[src/rtl/usb_pkg.sv]
// usb_pkg: shared types and timing defaults for the USB transmit-side blocks.
package usb_pkg;
    localparam int CNT_W           = 14;
    localparam int IPD_CLKS_DEF    = 20;
    localparam int WINDOW_CLKS_DEF = 75;
    localparam int MAX_TX_CLKS_DEF = 12000;
    typedef enum logic [2:0] {IDLE, WAIT_IPD, ARB, DRIVE_ACK, DRIVE_DESC} state_t;
endpackage

[src/rtl/usb_tx_arbiter.sv]
// usb_tx_arbiter: grants the line driver to the ACK or descriptor responder after
// the inter-packet delay, with a response window and a transmit watchdog.
module usb_tx_arbiter
    import usb_pkg::*;
#(
    parameter int IPD_CLKS    = IPD_CLKS_DEF,
    parameter int WINDOW_CLKS = WINDOW_CLKS_DEF,
    parameter int MAX_TX_CLKS = MAX_TX_CLKS_DEF
) (
    input  logic useClk,
    input  logic reset,
    input  logic detectEop,
    input  logic reqAck,
    input  logic reqDesc,
    input  logic txDone,
    output logic grantAck,
    output logic grantDesc,
    output logic OE,
    output logic busy,
    output logic txTimeout
);
    state_t state, next_state;
    logic [CNT_W-1:0] cnt;
    logic ipd_done, win_done, tx_max, driving;
    logic next_grant_ack, next_grant_desc, next_busy, next_timeout;

    assign ipd_done = cnt == CNT_W'(IPD_CLKS - 1);
    assign win_done = cnt == CNT_W'(WINDOW_CLKS - 1);
    assign tx_max   = cnt == CNT_W'(MAX_TX_CLKS - 1);
    assign driving  = state == DRIVE_ACK || state == DRIVE_DESC;

    // Outputs are registered from the next state so grants rise on the entering edge.
    always_ff @(posedge useClk) begin
        if (reset) begin
            state     <= IDLE;
            cnt       <= '0;
            grantAck  <= 1'b0;
            grantDesc <= 1'b0;
            OE        <= 1'b0;
            busy      <= 1'b0;
            txTimeout <= 1'b0;
        end else begin
            state     <= next_state;
            cnt       <= (next_state != state) ? '0 : (cnt != '1) ? cnt + 1'b1 : cnt;
            grantAck  <= next_grant_ack;
            grantDesc <= next_grant_desc;
            OE        <= next_grant_ack | next_grant_desc;
            busy      <= next_busy;
            txTimeout <= next_timeout;
        end
    end

    always_comb begin
        next_state = state;
        case (state)
            IDLE:                  if (detectEop) next_state = WAIT_IPD;
            WAIT_IPD:              if (ipd_done) next_state = ARB;
            ARB:                   next_state = reqAck ? DRIVE_ACK : reqDesc ? DRIVE_DESC : win_done ? IDLE : ARB;
            DRIVE_ACK, DRIVE_DESC: if (txDone || tx_max) next_state = IDLE;
            default:               next_state = IDLE;
        endcase
    end

    always_comb begin
        next_grant_ack  = next_state == DRIVE_ACK;
        next_grant_desc = next_state == DRIVE_DESC;
        next_busy       = next_state != IDLE;
        next_timeout    = driving && tx_max && !txDone;
    end
endmodule

[config.mk]
export PLATFORM = sky130hd
export DESIGN_NAME = usb_tx_arbiter
export DESIGN_NICKNAME = d
export VERILOG_FILES = /design/src/rtl/usb_pkg.sv /design/src/rtl/usb_tx_arbiter.sv
export SDC_FILE = /design/constraint.sdc
export NUM_CORES = 1
export LEC_CHECK = 0
export BUFFER_PORTS_ARGS = -buffer_cell sky130_fd_sc_hd__buf_4
export CAP_MARGIN = 30
export CORE_ASPECT_RATIO = 1.1
export CORE_UTILIZATION = 35
export CTS_BUF_LIST = sky130_fd_sc_hd__clkbuf_8
export DETAILED_ROUTE_END_ITERATION = 12
export PLACE_DENSITY = 0.51
export SYNTH_ARGS = -nofsm -noshare
export SYNTH_HDL_FRONTEND = slang
export SYNTH_SLANG_ARGS = --single-unit
[constraint.sdc]
create_clock -name useClk -period 2.1 [get_ports useClk]
set_clock_uncertainty 0.05 [all_clocks]
set_input_delay 0 -clock useClk [delete_from_list [all_inputs] [get_ports useClk]]
set_output_delay 0 -clock useClk [all_outputs]
set_load 0.03 [all_outputs]
Word level (Yosys, flattened, before mapping)
Cells that the tools add are included.
Widths: inputs -> output; s select.
{"block": "classes", "n_addsub": 1, "n_eq_ne": 11, "n_mux": 7, "bitwise": 1, "reduce_logical": 9}
{"op": "$mux 3", "count": 5}
{"op": "$add 14x1->14 const B", "count": 1}
{"op": "$eq 14x14->1 const B", "count": 1}
{"op": "$eq 14x5->1 const B", "count": 1}
{"op": "$eq 14x7->1 const B", "count": 1}
{"op": "$ne 14x14->1 const B", "count": 1}
{"op": "$pmux 3 s4", "count": 1}
{"op": "$eq 3x2->1 const B", "count": 3}
{"op": "$eq 3x3->1 const B", "count": 2}
{"op": "$reduce_or 2->1", "count": 2}
{"op": "$eq 3x1->1 const B", "count": 1}
{"op": "$logic_not 3->1", "count": 1}
{"op": "$ne 3x3->1", "count": 1}
{"op": "$reduce_bool 3->1", "count": 1}
{"op": "$logic_and 1x1->1", "count": 2}
{"op": "$logic_or 1x1->1", "count": 2}
{"op": "$mux 2", "count": 1}
{"op": "$logic_not 1->1", "count": 1}
{"op": "$or 1x1->1", "count": 1}
{"block": "word_totals", "ff_bits": 22, "input_bits": 6, "output_inout_bits": 5, "elab_cells": 36}

Depth between registers and ports, before layout
Gate-level depths: netlist of run 1.
{"block": "logic_depth", "ltp_word": 7, "depth_mapped": 8, "depth_no_buf": 8}

Least setup slack after synthesis of run 1
OpenSTA, ideal clock, no wires.
{"block": "synth_timing", "path_kind": "reg2reg", "startpoint": "register cnt[0]", "endpoint": "register cnt[10]", "setup_time_ps": 130, "arrival_ps": 1823, "required_time_ps": 1920, "slack_ps": 97, "stages_incl_launch_ff": 9, "path_buffers": 1, "period_less_slack_ps": 2003, "path_cell_list": "dfxtp_1 -> ha_1 -> nand4_1 -> or4_1 -> buf_2 -> and3_4 -> nand4_1 -> xor2_1 -> nor3_1"}
{"block": "synth_via", "elab_chain_len": 7, "elab_cells_between_ends": 14, "cone_classes": "add/sub: 1; eq/ne: 5; mux: 6; reduce/logical: 2"}
{"element": "from (decl)", "line_no": "usb_tx_arbiter.sv:23", "rtl": "logic [CNT_W-1:0] cnt;"}
{"element": "from (signal assigned)", "line_no": "usb_tx_arbiter.sv:44", "rtl": "cnt <= (next_state != state) ? '0 : (cnt != '1) ? cnt + 1'b1 : cnt;"}
{"element": "$eq 14x7->1", "line_no": "usb_tx_arbiter.sv:28", "rtl": "assign win_done = cnt == CNT_W'(WINDOW_CLKS - 1);"}
{"element": "$mux 2", "line_no": "usb_tx_arbiter.sv:58", "rtl": "ARB: next_state = reqAck ? DRIVE_ACK : reqDesc ? DRIVE_DESC : win_done ? IDLE : ARB;"}
{"element": "$mux 3 (2 in a row)", "line_no": "usb_tx_arbiter.sv:58"}
{"element": "$pmux 3 s4", "line_no": "usb_tx_arbiter.sv:55", "rtl": "case (state)"}
{"element": "$ne 3x3->1", "line_no": "usb_tx_arbiter.sv:44"}
{"element": "$reduce_or 2->1 (no line)"}
Parallel ways exist; a longest one is shown, timed or not.
A chain may end at the register's enable or synchronous reset.

Worst setup path after layout of run 1
{"block": "layout_timing", "startpoint": "register cnt[7]", "endpoint": "register cnt[10]"}
The elaborated chain is that of the path after synthesis.

==> run metrics, run 1 <==
Slew Viols, Final=0; fraction of layout cells with a size suffix above 1=roughly 22%; Gate power share=approximately 8.6%; area of the core=0.003048 mm^2; Distinct cells, synth=39; yosys warns=0; global route total overflow=0; Detailed Route WL=2.611 mm; Area after DPL=0.001324 mm^2; Arrival @ worst endpoint=2.10 ns; Async SR Flop Fraction=0%; htree depth=1; CTS Buf Count=3; Post-Syn Instances=137; setup TNS=0 ns; CTS sink cnt=22; via count=1061; initial antenna violation count=0; via density per instance=around 5.4; first-pass GRT wire length=4.478 mm; area grow syn2layout=27.33%; critical path type=reg2reg; Ports=11; clk root buf=clkbuf_8; min-delay src=reqAck; met1 usage=19.03%; Placer Congestion=0.7852; Pint=581.7 uW; Clk pwr share=between 30% and 40%; VDD IR max=268.6 uV; final instance area=0.001434 mm^2; slew margin rel.=70.42%; global routing met3 resource utilization=2.521%; CTS tree=done; Least-Margin Pin Slew=0.4408 ns; number of iterations in the first detailed-routing pass=4; switching pwr=172.5 uW; Hold WC Path Type=in2reg; Tcrit/Tclk final=94.27%; FF-to-FF End=cnt[10]; most common cell after layout, fill and taps aside=buf_4; Power Total=754.2 uW; Global Route Usage Sum=around 17%; flop2flop setup slack=0.12 ns; Reg power frac=a little under three fifths; Pleak=0.0005452 uW; Achievable Freq=about 510 MHz; post-route ant nets=0; drt initial violations=24; pin count of the biggest net entering global routing=15; Top Usage Layer GRT=met2; Synth Net Count=145; status=finished clean; syn_area_per_cell=8.220 um^2; endpoints failing setup=0; Hold EP=grantAck; Min Hold Slack=0.08105 ns; Final Critical Period=1.980 ns; CP startpoint kind=flop; Post-synth EDFFs=0; Hold Path Depth=3; Post-Place Cells=188; CP endpoint kind=flop; clock-pin slew on the worst setup and hold paths=0.08 ns; Sw Share=22.87%; max cap viols=0; post-route insts no fill=195; Initial Util=around 37%; # DRC=0; CP max FO=5; worst r2r src=cnt[7]; R2R cell count=6; Port Buffers=10; DP HPWL=1.965 mm; per-cell routed wire length=13.39 um; clock latency on the worst-skew pair=approximately 0.26 ns; M2 GR Usage=about 31%; Row Count=21; CTS max path bufs=2; # diodes=0; Worst EP required=2.22 ns; Final Hold Vio Count=0; Yosys reg bits=22; vias in the first global route=1020; Die Y=around 61 um; die width=56.08 um; Synth Flop Type=dfxtp_1; die footprint=0.003448 mm^2; commonest non-fill, non-tap cells in the layout=buf_4 (23), dfxtp_1 (21), nor3_1 (19); fin nets=approximately 170; Mapped Area=0.001126 mm^2; power density cells=around 530 mW/mm^2; Seq/Total Area, Yosys=39.11%
## cell families after synthesis
family | synth area share (%)
adders and majority gates | 2.222
muxes | 1.778
and+or+nand+nor | 37.67
AOI/OAI and AO/OA | 8.444
DFF | 39.11
xor gates and xnor gates | 7.777
buffers and inverters | 3.000
## routing by layer
metal / wire, um / vias up
met4: 99 / 0
met2: 1303 / 21
met3: 76 / 9
met5: 0 / -
li1: - / 539
met1: 1132 / 492
## worst max-delay path, cell delays in order (launching register included)
cell and delay, ns:
dfxtp_1 0.40, nand4_1 0.21, or4_4 0.62, and3_4 0.23, nand4_1 0.10, xor2_1 0.07
nor3_1 0.21
## what timing repair did
action / in CTS / in global routing
setup buffers: 0 / 2
endpoints found under the setup margin: 0 / 16
hold buffers: 2 / 0
gates resized for setup: 0 / 6
hold endpoints to repair: 6 / 0
## per-stage QoR
stage	setup WS, ns	util (%)
after floorplan	0.09717	-
after global placement	0.04541	43.43
after detailed placement	0.005450	43.43
after CTS	0.0003497	45.44
after global routing	-0.005540	47.04
final	0.1203	47.04
## Yosys cell counts, drive strengths merged (2+ instances only)
library cell	count	area, um^2
nand2	10	37.54
o21ai	2	10.00
xor2	4	35.03
ha	2	25.02
clkbuf	3	12.51
nor4	2	18.77
a21oi	6	33.78
dfxtp	22	440.4
nand2b	5	33.78
nor2b	3	18.77
nand4	7	43.79
xnor2	6	52.55
nor2	15	56.30
or3	3	18.77
inv	3	11.26
nor3	19	95.09
buf	2	10.01
a31oi	2	12.51
nand3	5	25.02
mux2i	2	20.02
## flip-flops by register name (all words and copies together) (netlist names)
| name | count |
|---|---|
| cnt | 14 |
| grantDesc | 1 |
| txTimeout | 1 |
| busy | 1 |
| state | 3 |
| grantAck | 1 |
| OE | 1 |
## cell type report
class                      count  area (um^2)
sequential                    22        441.7
clock buffer                   3        41.29
tap                           34        42.54
inverter                       3        11.26
fill                         301         1614
multi-input combinational    107        684.4
timing repair buffer          26        212.7
## power by group through the flow
stage          clock network [uW]  registers (uW)  logic, uW
6_report                      259             430       64.9
5_1_grt                       283             431       72.6
4_1_cts                       271             428       64.8
3_5_place_dp                    0             438       61.6
3_3_place_gp                    0             438       61.6
2_1_floorplan                   0             442       32.4
## worst max-delay path by stage
stage | from | end | slack [ns] | depth (start not counted)
floorplan | cnt[0] | cnt[10] | 0.1 | 8
global placement | cnt[0] | busy | 0.05 | 7
detailed placement | cnt[1] | busy | 0.005 | 7
CTS | cnt[1] | busy | 0.0003 | 7
global route | cnt[7] | cnt[10] | -0.006 | 6
finish | cnt[7] | cnt[10] | 0.12 | 6
Note: power is estimated with default switching activity, not from simulation.
==> inputs of run 2 (changes only) <==
--- a/config.mk
+++ b/config.mk
@@ -8,10 +8,11 @@
 export BUFFER_PORTS_ARGS = -buffer_cell sky130_fd_sc_hd__buf_4
 export CAP_MARGIN = 30
 export CORE_ASPECT_RATIO = 1.1
-export CORE_UTILIZATION = 35
+export CORE_UTILIZATION = 54
 export CTS_BUF_LIST = sky130_fd_sc_hd__clkbuf_8
+export CTS_CLUSTER_DIAMETER = 150
 export DETAILED_ROUTE_END_ITERATION = 12
-export PLACE_DENSITY = 0.51
+export PLACE_DENSITY = 0.74
 export SYNTH_ARGS = -nofsm -noshare
 export SYNTH_HDL_FRONTEND = slang
 export SYNTH_SLANG_ARGS = --single-unit
==> run 2 against run 1 <==
  * Power is 19% higher
  * Largest power group unchanged
  * Die area shrank 34%
  * Sequential share of layout area up 0.27 points
  * Via count decreased by 0.66%
  * Sequential power about the same
  * Cell count shrank 5.6%
  * Sequential cell count unchanged
  * Hold slack got worse by 0.054 ns
  * Non-clock buffer count down 5
  * Combinational power rose by 3%
  * Count of clock-buffer cells in the layout did not move
  * Routed wire length down 1.6%
==> run metrics, run 2 (same netlist as run 1, synthesis figures left out) <==
critical path type=reg2reg; Ports=11; Min Hold Slack=0.02717 ns; per-cell routed wire length=13.96 um; CP cell instances=ha_4, nand4_1, or4_4, and3_4, nand4_1, xor2_1, nor3_1; switching pwr=188.0 uW; fraction of layout cells with a size suffix above 1=20.38%; via count=approximately 1100; CTS sink cnt=22; CP max-delay cell=or4_4; commonest non-fill, non-tap cells in the layout=dfxtp_1 (21), nor3_1 (19), buf_4 (18); FF-to-FF End=cnt[10]; CTS Buf Count=3; clock-pin slew on the worst setup and hold paths=0.08 ns; M1 WL=around 1.1 mm; CP startpoint kind=flop; Die Y=approximately 50 um; Top reg by flops=cnt; drt initial violations=34; Sw Share=20.95%; Reg power frac=48.0%; power density cells=631.4 mW/mm^2; Arrival @ worst endpoint=2.11 ns; R2R cell count=7; Worst EP required=2.22 ns; CP endpoint kind=flop; area grow syn2layout=26.22%; WL met3=126 um; most common cell after layout, fill and taps aside=dfxtp_1; # diodes=0; Gate power share=7.4%; pin count of the biggest net entering global routing=15; Hold WC Path Type=in2reg; fin nets=166; worst r2r src=cnt[1]; Tcrit/Tclk final=a little over nine tenths; Hold EP=grantAck; first-pass GRT wire length=4.347 mm; Power Total=897.5 uW; Final Critical Period=1.997 ns; area of the core=0.001862 mm^2; Pleak=between 0.0005 and 0.0006 uW; Placer Congestion=between 0.9 and 1; Multi-input gate area=approximately 700 um^2; Top cell by count, worst path=nand4_1; die width=~46 um; vias in the first global route=965; FF+latch area=441.7 um^2; min-delay src=reqAck; Bufs and invs on worst path=0; Area after DPL=around 0.0013 mm^2; Final Hold Vio Count=0; number of iterations in the first detailed-routing pass=4; Clk pwr share=44.5%; CP max FO=5; max reg flops=14; CTS tree=done; Hold Path Depth=3; Row Count=16; Slew Viols, Final=0; slew margin rel.=73.26%; Layout fillers=141; clk root buf=clkbuf_8; clock latency on the worst-skew pair=0.27 ns; Global Route Usage Sum=25.86%; max cap viols=0; global route total overflow=0; DR WL met2=1.302 mm; die footprint=between 0.002 and 0.0025 mm^2; flop2flop setup slack=0.10 ns; max layer used=met4; top flop regs=cnt: 14 flops, state: 3 flops; DP HPWL=1.854 mm; # DRC=0; Top Family by Delay on Critical Path=simple AND/OR/NAND/NOR gates; VDD IR max=573.5 uV; Pint=709.5 uW; endpoints failing setup=0; via density per instance=5.728; status=finished clean; Achievable Freq=~500 MHz; CP peak stage delay=0.58 ns; Detailed Route WL=between 2 and 3 mm; Port Buffers=10; Initial Util=roughly three fifths; htree depth=1; post-route ant nets=0; final instance area=0.001421 mm^2; initial antenna violation count=0; CTS max path bufs=2; Least-Margin Pin Slew=roughly 0.40 ns
==> run 2: changes by cell type in the layout (fill, tap and decap cells not counted), sizes merged <==
cell,change
buf,-5
bufinv,+1
==> run 2: power groups by stage <==
stage / registers, uW / logic, uW / clock network, uW
3_5_place_dp: 439 / 58.2 / 0
4_1_cts: 430 / 61.3 / 406
5_1_grt: 433 / 74.2 / 420
2_1_floorplan: 442 / 32.4 / 0
6_report: 431 / 66.7 / 400
3_3_place_gp: 439 / 56.4 / 0
==> run 2: how the worst max path moves through the flow <==
stage,to,slack [ns],depth (start not counted),start
after CTS,busy,-0.04,7,cnt[0]
after detailed placement,busy,-0.02,7,cnt[0]
after floorplan,cnt[10],0.1,8,cnt[0]
after global routing,cnt[4],-0.01,7,cnt[1]
final,cnt[10],0.10,7,cnt[1]
after global placement,busy,0.07,7,cnt[0]
==> run 2: metal layers <==
metal | up-vias | track usage (%)
met2 | 33 | 42.38
met5 | - | 0
met1 | 488 | 33.63
met3 | 5 | 3.297
li1 | 528 | -
met4 | 0 | 9.091
==> run 2: tightest hold or removal path: stages <==
cell	delay, ns
buf_4	0.12
nand3_1	0.10
a21oi_1	0.08
==> run 2: per-stage QoR <==
| step | setup slack [ns] | setup TNS, ns | cells | utilization, % |
|---|---|---|---|---|
| after CTS | -0.03785 | -0.09698 | 183 | 74.33 |
| after detailed placement | -0.02420 | -0.02420 | 177 | 69.02 |
| after global routing | -0.01214 | -0.01214 | 184 | 76.34 |
| after global placement | 0.06519 | 0 | 177 | 69.02 |
| final | 0.1026 | 0 | 184 | 76.34 |
| after floorplan | 0.09717 | 0 | 137 | - |
==> run 2: area by class of cell <==
type | instances | area share, %
clock buffer | 3 | 2.905
clock inverter | 1 | 2.113
inverter | 3 | 0.7923
multi-input combinational | 107 | 48.42
sequential | 22 | 31.07
tap | 27 | 2.377
timing repair buffer | 21 | 12.32
==> run 2: timing repair <==
| action | in CTS | in global routing |
|---|---|---|
| endpoints found under the setup margin | 3 | 16 |
| setup buffers | 0 | 1 |
| pin swaps | 0 | 3 |
| resized for setup | 1 | 6 |
| hold buffers | 2 | 0 |
| cloned | 0 | 0 |
| endpoints found under the hold margin | 6 | 0 |
